$ cat config.mk
export PLATFORM = sky130hd
export DESIGN_NAME = pipe_hazard_ctrl
export DESIGN_NICKNAME = d
export VERILOG_FILES = /design/src/rtl/pipe_pkg.sv /design/src/rtl/pipe_hazard_ctrl_sat_counter.sv /design/src/rtl/pipe_hazard_ctrl.sv
export SDC_FILE = /design/constraint.sdc
export NUM_CORES = 1
export LEC_CHECK = 0
export ABC_AREA = 1
export CAP_MARGIN = 20
export CORE_UTILIZATION = 55
export CTS_BUF_LIST = sky130_fd_sc_hd__clkbuf_4
export DETAILED_ROUTE_END_ITERATION = 10
export GPL_ROUTABILITY_DRIVEN = 1
export PLACE_DENSITY = 0.87
export SLEW_MARGIN = 20
export SYNTH_ARGS = -nofsm -noshare
export SYNTH_HDL_FRONTEND = slang
export SYNTH_SLANG_ARGS = --single-unit
$ cat constraint.sdc
create_clock -name clk -period 4.1 [get_ports clk]
set_input_delay 0.615 -clock clk [delete_from_list [all_inputs] [get_ports clk]]
set_output_delay 0.615 -clock clk [all_outputs]
set_load 0.02 [all_outputs]
$ cat src/rtl/pipe_pkg.sv
// Shared types and constants for the pipeline hazard controller.
// Register addresses are held at a fixed maximum width so the stage record is parameter-free.
package pipe_pkg;

    localparam int unsigned REG_AW_MAX = 8;
    localparam int unsigned FWD_RF     = 0;

    typedef logic [REG_AW_MAX-1:0] reg_addr_t;

    typedef struct packed {
        logic      valid;
        reg_addr_t rd;
        reg_addr_t rs1;
        reg_addr_t rs2;
        logic      regwrite;
        logic      load;
    } stage_t;

    localparam stage_t STAGE_BUBBLE = '{
        valid:    1'b0,
        rd:       '0,
        rs1:      '0,
        rs2:      '0,
        regwrite: 1'b0,
        load:     1'b0
    };

endpackage

$ cat src/rtl/pipe_hazard_ctrl_sat_counter.sv
// Saturating event counter with asynchronous active-high reset.
module sat_counter #(
    parameter int unsigned CNT_W = 32
) (
    input  logic             clk,
    input  logic             rst,
    input  logic             en_i,
    output logic [CNT_W-1:0] count_o
);

    logic [CNT_W-1:0] count_q, count_d;

    always_comb begin
        count_d = count_q;
        if (en_i && (count_q != '1)) begin
            count_d = count_q + CNT_W'(1);
        end
    end

    always_ff @(posedge clk or posedge rst) begin
        if (rst) begin
            count_q <= '0;
        end else begin
            count_q <= count_d;
        end
    end

    assign count_o = count_q;

endmodule

$ cat src/rtl/pipe_hazard_ctrl.sv
// Hazard and pipeline control: load-use stall, E-stage forwarding selects, redirect flush.
// Keeps a shadow record of every post-decode stage; S[0] is E, S[POST_DEPTH-1] is W.
module pipe_hazard_ctrl
    import pipe_pkg::*;
#(
    parameter int unsigned REG_AW     = 5,
    parameter int unsigned POST_DEPTH = 3,
    parameter int unsigned LOAD_READY = 2,
    parameter int unsigned FW         = 3,
    parameter int unsigned CNT_W      = 32
) (
    input  logic                  clk,
    input  logic                  rst,
    input  logic                  d_valid_i,
    input  logic [REG_AW-1:0]     d_rs1_i,
    input  logic [REG_AW-1:0]     d_rs2_i,
    input  logic                  d_use_rs1_i,
    input  logic                  d_use_rs2_i,
    input  logic [REG_AW-1:0]     d_rd_i,
    input  logic                  d_regwrite_i,
    input  logic                  d_load_i,
    input  logic                  e_redirect_i,
    output logic                  stall_f_o,
    output logic                  stall_d_o,
    output logic                  flush_d_o,
    output logic                  flush_e_o,
    output logic [FW-1:0]         fwd_a_o,
    output logic [FW-1:0]         fwd_b_o,
    output logic [POST_DEPTH-1:0] stage_valid_o,
    output logic [CNT_W-1:0]      stall_count_o,
    output logic [CNT_W-1:0]      flush_count_o
);

    stage_t    s_q [POST_DEPTH];
    stage_t    s_d [POST_DEPTH];
    reg_addr_t rs1_w, rs2_w, rd_w;
    logic      redirect, lu, stall, flush_e;
    logic [FW-1:0] fwd_a, fwd_b;

    assign rs1_w    = REG_AW_MAX'(d_rs1_i);
    assign rs2_w    = REG_AW_MAX'(d_rs2_i);
    assign rd_w     = REG_AW_MAX'(d_rd_i);
    assign redirect = e_redirect_i & s_q[0].valid;

    // A load at S[j] reaches S[j+1] when D enters E; stall while that is short of LOAD_READY.
    always_comb begin
        lu = 1'b0;
        for (int unsigned j = 0; j < POST_DEPTH; j++) begin
            if ((j + 1 < LOAD_READY) && s_q[j].valid && s_q[j].load && s_q[j].regwrite &&
                (s_q[j].rd != '0) &&
                ((d_use_rs1_i && (s_q[j].rd == rs1_w)) ||
                 (d_use_rs2_i && (s_q[j].rd == rs2_w)))) begin
                lu = 1'b1;
            end
        end
        lu = lu & d_valid_i;
    end

    assign stall   = lu & ~redirect;
    assign flush_e = stall | redirect;

    // Scan oldest to youngest so the youngest matching producer overwrites the select.
    always_comb begin
        fwd_a = FW'(FWD_RF);
        fwd_b = FW'(FWD_RF);
        for (int unsigned k = POST_DEPTH - 1; k >= 1; k--) begin
            if (s_q[k].valid && s_q[k].regwrite && (s_q[k].rd != '0) &&
                (!s_q[k].load || (k >= LOAD_READY))) begin
                if (s_q[k].rd == s_q[0].rs1) fwd_a = FW'(k);
                if (s_q[k].rd == s_q[0].rs2) fwd_b = FW'(k);
            end
        end
        if (!s_q[0].valid) begin
            fwd_a = FW'(FWD_RF);
            fwd_b = FW'(FWD_RF);
        end
    end

    always_comb begin
        for (int unsigned k = 1; k < POST_DEPTH; k++) begin
            s_d[k] = s_q[k-1];
        end
        s_d[0] = STAGE_BUBBLE;
        if (!flush_e && d_valid_i) begin
            s_d[0].valid    = 1'b1;
            s_d[0].rd       = rd_w;
            s_d[0].rs1      = rs1_w;
            s_d[0].rs2      = rs2_w;
            s_d[0].regwrite = d_regwrite_i & (rd_w != '0);
            s_d[0].load     = d_load_i;
        end
    end

    always_ff @(posedge clk or posedge rst) begin
        if (rst) begin
            for (int unsigned k = 0; k < POST_DEPTH; k++) begin
                s_q[k] <= STAGE_BUBBLE;
            end
        end else begin
            for (int unsigned k = 0; k < POST_DEPTH; k++) begin
                s_q[k] <= s_d[k];
            end
        end
    end

    always_comb begin
        stage_valid_o = '0;
        for (int unsigned k = 0; k < POST_DEPTH; k++) begin
            stage_valid_o[k] = s_q[k].valid;
        end
    end

    // Inputs are live during reset, so the combinational controls are masked explicitly.
    assign stall_f_o = stall & ~rst;
    assign stall_d_o = stall & ~rst;
    assign flush_d_o = redirect & ~rst;
    assign flush_e_o = flush_e & ~rst;
    assign fwd_a_o   = rst ? FW'(FWD_RF) : fwd_a;
    assign fwd_b_o   = rst ? FW'(FWD_RF) : fwd_b;

    sat_counter #(
        .CNT_W(CNT_W)
    ) u_stall_cnt (
        .clk    (clk),
        .rst    (rst),
        .en_i   (stall),
        .count_o(stall_count_o)
    );

    sat_counter #(
        .CNT_W(CNT_W)
    ) u_flush_cnt (
        .clk    (clk),
        .rst    (rst),
        .en_i   (redirect),
        .count_o(flush_count_o)
    );

endmodule

After elaboration in Yosys (flattened, before gate mapping)
Index checks and enable logic that the tools add are counted.
W data, S select, Z words.

word-level totals
  output and inout bits = 77
  register bits after elaboration = 112
  bits of input ports = 23
  logic and storage cells = 70

cells by class
  bitwise operators = 10
  reduce and logical (&&, ||, !) cells = 21
  equality and inequality tests = 8
  add/subtract/negate cells = 2
  multiplexer cells = 14

operators with widths
  kind                     count
  $add A32 B1 Y32 const B  2
  $ne A32 B32 Y1 const B   2
  $eq A8 B8 Y1             4
  $reduce_bool A8 Y1       4
  $mux W3                  10
  $mux W27                 1
  $eq A8 B5 Y1             2
  $logic_and A1 B1 Y1      14
  $and A1 B1 Y1            7
  $mux W2                  2
  $logic_not A1 Y1         2
  $not A1 Y1               2
  $logic_or A1 B1 Y1       1
  $mux W1                  1
  $or A1 B1 Y1             1

Logic depth before layout (Yosys ltp)
  depth in word-level cells = 11
  mapped depth = 12
  gate-level depth less buffers = 11

Modules after synthesis
A second synthesis with hierarchy kept.

second synthesis, totals
  cell total of the unflattened synthesis = 912
  area total of the unflattened synthesis = 6108.4 um^2

by module, submodules not included
  module            instances  seq. area each (um^2)  cells an instance  area each (um^2)
  sat_counter       2          800.8                  361                2257.2
  pipe_hazard_ctrl  1          825.8                  190                1594.0

Least setup slack after synthesis
Ideal clock, no wire load.

  path kind = input to output
  start = input port d_rs2_i[0]
  end = output port stall_f_o
  cell stages on the path = 10
  slack = 1.562 ns
  buffers on the path = 2
  data arrival time = 1.923 ns
  cell sequence = inv_1 nand2_1 nand2_1 nor2_1 nand3_1 nand2_1 nand3_1 buf_6 nor2_1 buf_4

between the ends
  longest elaborated chain between the ends = 8

ends and longest elaborated chain
  what                 line                    text
  start: declaration   pipe_hazard_ctrl.sv:16  input logic [REG_AW-1:0] d_rs2_i,
  $eq A8 B5 Y1         pipe_hazard_ctrl.sv:52  (d_use_rs2_i && (s_q[j].rd == rs2_w)))) begin
  $logic_and A1 B1 Y1  pipe_hazard_ctrl.sv:52
  $logic_or A1 B1 Y1   pipe_hazard_ctrl.sv:51  ((d_use_rs1_i && (s_q[j].rd == rs1_w)) ||
  $logic_and A1 B1 Y1  pipe_hazard_ctrl.sv:50  (s_q[j].rd != '0) &&
  $mux W1              pipe_hazard_ctrl.sv:49  if ((j + 1 < LOAD_READY) && s_q[j].valid && s_q[j].load && s_q[j].regwrite &&
  $and A1 B1 Y1        pipe_hazard_ctrl.sv:56  lu = lu & d_valid_i;
  $and A1 B1 Y1        pipe_hazard_ctrl.sv:59  assign stall = lu & ~redirect;
  $and A1 B1 Y1        --
  end: declaration     pipe_hazard_ctrl.sv:23  output logic stall_f_o,

No other way between the ends.

Final worst setup path
  start = input port d_rs2_i[0]
  end = output port stall_d_o

between the ends
  longest elaborated chain between the ends = 8

ends and longest elaborated chain
  what                 line                     text
  $eq A8 B5 Y1         pipe_hazard_ctrl.sv:52
  $logic_and A1 B1 Y1  pipe_hazard_ctrl.sv:52
  $logic_or A1 B1 Y1   pipe_hazard_ctrl.sv:51
  $logic_and A1 B1 Y1  pipe_hazard_ctrl.sv:50
  $mux W1              pipe_hazard_ctrl.sv:49
  $and A1 B1 Y1        pipe_hazard_ctrl.sv:56
  $and A1 B1 Y1        pipe_hazard_ctrl.sv:59
  $and A1 B1 Y1        pipe_hazard_ctrl.sv:115  assign stall_d_o = stall & ~rst;
  end: declaration     pipe_hazard_ctrl.sv:24   output logic stall_d_o,

No other way between the ends.

==> results.json <==
{
  "post_cts_buffers": 0,
  "synth_most_common_cell": "nand2_1",
  "root_buffer": "clkbuf_4",
  "rows": 37,
  "avgRoutedWirePerCell_um": 13.5,
  "grt_first_pass_wirelength_um": 23500,
  "antenna_found_initial": 0,
  "crit_chain": "clkdlybuf4s50_1 -> inv_1 -> nand2_1 -> nand2_1 -> nor2_1 -> nand3_1 -> nand2_1 -> nand3_1 -> nor2_1 -> clkdlybuf4s50_1",
  "drive_gt1_frac": 0.0586,
  "p_sw_uw": 678,
  "finalClockSkew_ps": 19.0,
  "num-fill-cells": 874,
  "ys_ff_latch": 97,
  "fin_crit_sh": 0.745,
  "required_ps": 3480,
  "cts.clk_slew.worst_paths_ps": 160,
  "die_w_um": 105,
  "grt_pass1_vias": 5058,
  "cts.sinks": 97,
  "wl_um": 14000,
  "yosysSeqAreaShare": 0.416,
  "netlist_instances": 805,
  "p_int_mw": 1.34,
  "ys_top_cells_by_count": "nand2_1, nor2_1, inv_1, dfrtp_1, nand3_1",
  "ys_top_cells_by_area": "dfrtp_1, nand2_1, nor2_1",
  "h-tree-depth": 3,
  "viasPerCell": 5.18,
  "dp_hpwl_um": 10600,
  "diodes": 0,
  "leakage_nw": 3.42,
  "synth_top_cell_by_area": "dfrtp_1",
  "start_util": 0.566,
  "yosys_warnings": 0,
  "synth_ff_type": "dfrtp_1",
  "dr.pass1.iters": 7,
  "async_flop_share": 1.00,
  "die_y_um": 105,
  "cts-resized-gates": 0,
  "cp_max_fo": 4,
  "ant_nets": 0,
  "cts_made_buffers": 9,
  "cts_tree": "done",
  "setup_viol": 0,
  "final_cell_count_no_fill": 1040,
  "io_buffers": 97,
  "final.setup.tns_ps": 0,
  "gp_congestion": 0.954,
  "io_pins": 100,
  "finalHoldViolations": 0,
  "crit_type": "primary input to output port",
  "crit_slowest_cell": "clkdlybuf4s50_1",
  "arrival_ps": 2440,
  "vias": 5389,
  "clk-insertion-delay-late_ps": 480,
  "place_inst": 1024,
  "drv_cap": 0,
  "holdWs_ps": 399,
  "power_frac_seq": 0.547,
  "synth_edf_count": 0,
  "synthToLayoutAreaGrowth_pct": 20.1,
  "grt_max_degree": 42,
  "comb_power_share": 0.197,
  "drc_errors": 0,
  "avgSynthCellArea_um2": 7.26,
  "slowest_delay_ps": 620,
  "crit_buf_inv": 3,
  "sw_frac_of_total": 0.336,
  "yosysTopAreaCellShare": 0.416,
  "syn-cell-area_um2": 5840,
  "rsz0062_at_grt": "no",
  "cpLargestDelayFamily": "buffers and inverters",
  "overflow": 0,
  "core_area_um2": 10300,
  "synthDistinctLibCells": 33,
  "start_kind": "primary input",
  "final_max_slew_viol_count": 0,
  "clockPowerShare": 0.256,
  "cp_common_cell": "nand2_1",
  "drt-initial-drc-count": 314,
  "max_freq_ghz": 0.327,
  "ctsHoldBuffers": 0,
  "cp-end-kind": "output port",
  "min_period_ps": 3060,
  "cellPowerDensity_nw_per_um2": 288,
  "clockBufferDepth": 2,
  "grt_usage": 0.267,
  "nNetsFinal": 924,
  "status": "finished, final reports clean",
  "hp-class": "flop to flop",
  "die_area_um2": 11000,
  "ir_drop_mv": 0.295
}
[flip-flops by register name, indices dropped and copies added (netlist names)]
signal and cells:
u_stall_cnt.count_o 32, u_flush_cnt.count_o 32, stage_valid_o 3, s_d 24, s_q 6
[stage by stage]
stage / total power [mW] / util / area (um^2) / setup WS, ps
floorplan: 1.35 / - / 5840 / 951
global placement: 1.51 / 0.666 / 6880 / 1090
detailed placement: 1.52 / 0.666 / 6880 / 1060
CTS: 2.03 / 0.679 / 7010 / 1060
global route: 2.12 / 0.679 / 7010 / 890
finish: 2.02 / 0.679 / 7010 / 1040
[cell usage in the layout, fill, tap and decap left out, drive strengths merged, types with 9 or more instances in the layout]
| master | synthesis | final |
|---|---|---|
| dfrtp | 97 | 97 |
| o21ai | 23 | 23 |
| inv | 108 | 113 |
| nand4 | 12 | 12 |
| clkbuf | 2 | 9 |
| nand3 | 61 | 61 |
| nor2 | 120 | 120 |
| clkdlybuf4s50 | 0 | 97 |
| nor3 | 34 | 34 |
| nand2 | 237 | 237 |
| o21bai | 21 | 21 |
| xor2 | 46 | 46 |
[worst paths after layout]
check,endpoint,start,depth (start not counted),slack [ps]
worst max-delay path,stall_d_o,d_rs2_i[0],10,1040
worst min-delay path,s_d[1],s_d[28],0,400
min in group asynchronous,s_d[20],rst,2,610
max in group asynchronous,u_flush_cnt.count_o[19],rst,3,2680
worst min register to register,s_d[1],s_d[28],0,400
worst max register to register,u_stall_cnt.count_o[6],u_stall_cnt.count_o[0],9,1580
[worst register-to-register path: stages (launching register included)]
cell and delay (ps):
dfrtp_1 450, ha_1 250, inv_1 80, nor2_2 170, nand2_2 110, nor2_4 240
nand3_2 440, inv_2 490, o21bai_1 150, nand2_1 80
[metal layers]
layer	global-route usage	part of all wire
met2	0.443	0.47
met5	0	0
met3	0.0356	0.058
met1	0.357	0.45
met4	0.0986	0.019
[power by group through the flow]
stage	clock (mW)	combinational [mW]	sequential, mW
floorplan	0	0.192	1.16
global placement	0	0.389	1.12
detailed placement	0	0.398	1.12
CTS	0.524	0.400	1.10
global route	0.563	0.438	1.11
finish	0.518	0.398	1.10
[area by class of cell]
| type | instances | area (um^2) | share of cell area |
|---|---|---|---|
| multi-input combinational | 581 | 2860 | 0.408 |
| tap | 136 | 170 | 0.0243 |
| clock inverter | 7 | 67.6 | 0.00964 |
| timing repair buffer | 102 | 1010 | 0.144 |
| clock buffer | 9 | 67.6 | 0.00964 |
| sequential | 97 | 2430 | 0.346 |
| inverter | 108 | 408 | 0.0582 |
[logic make-up (layout without fill, tap and decap cells)]
family	after synthesis	after routing	share of synthesized area
adder cells (fa/ha/maj)	2	2	0.00428
XOR/XNOR	52	52	0.0780
AO/OA/AOI/OAI	49	49	0.0574
buffers and inverters	128	226	0.0949
flip-flops	97	97	0.416
other	1	2	0.000642
AND/OR/NAND/NOR	476	476	0.349
Note: power is estimated with default switching activity, not from simulation.
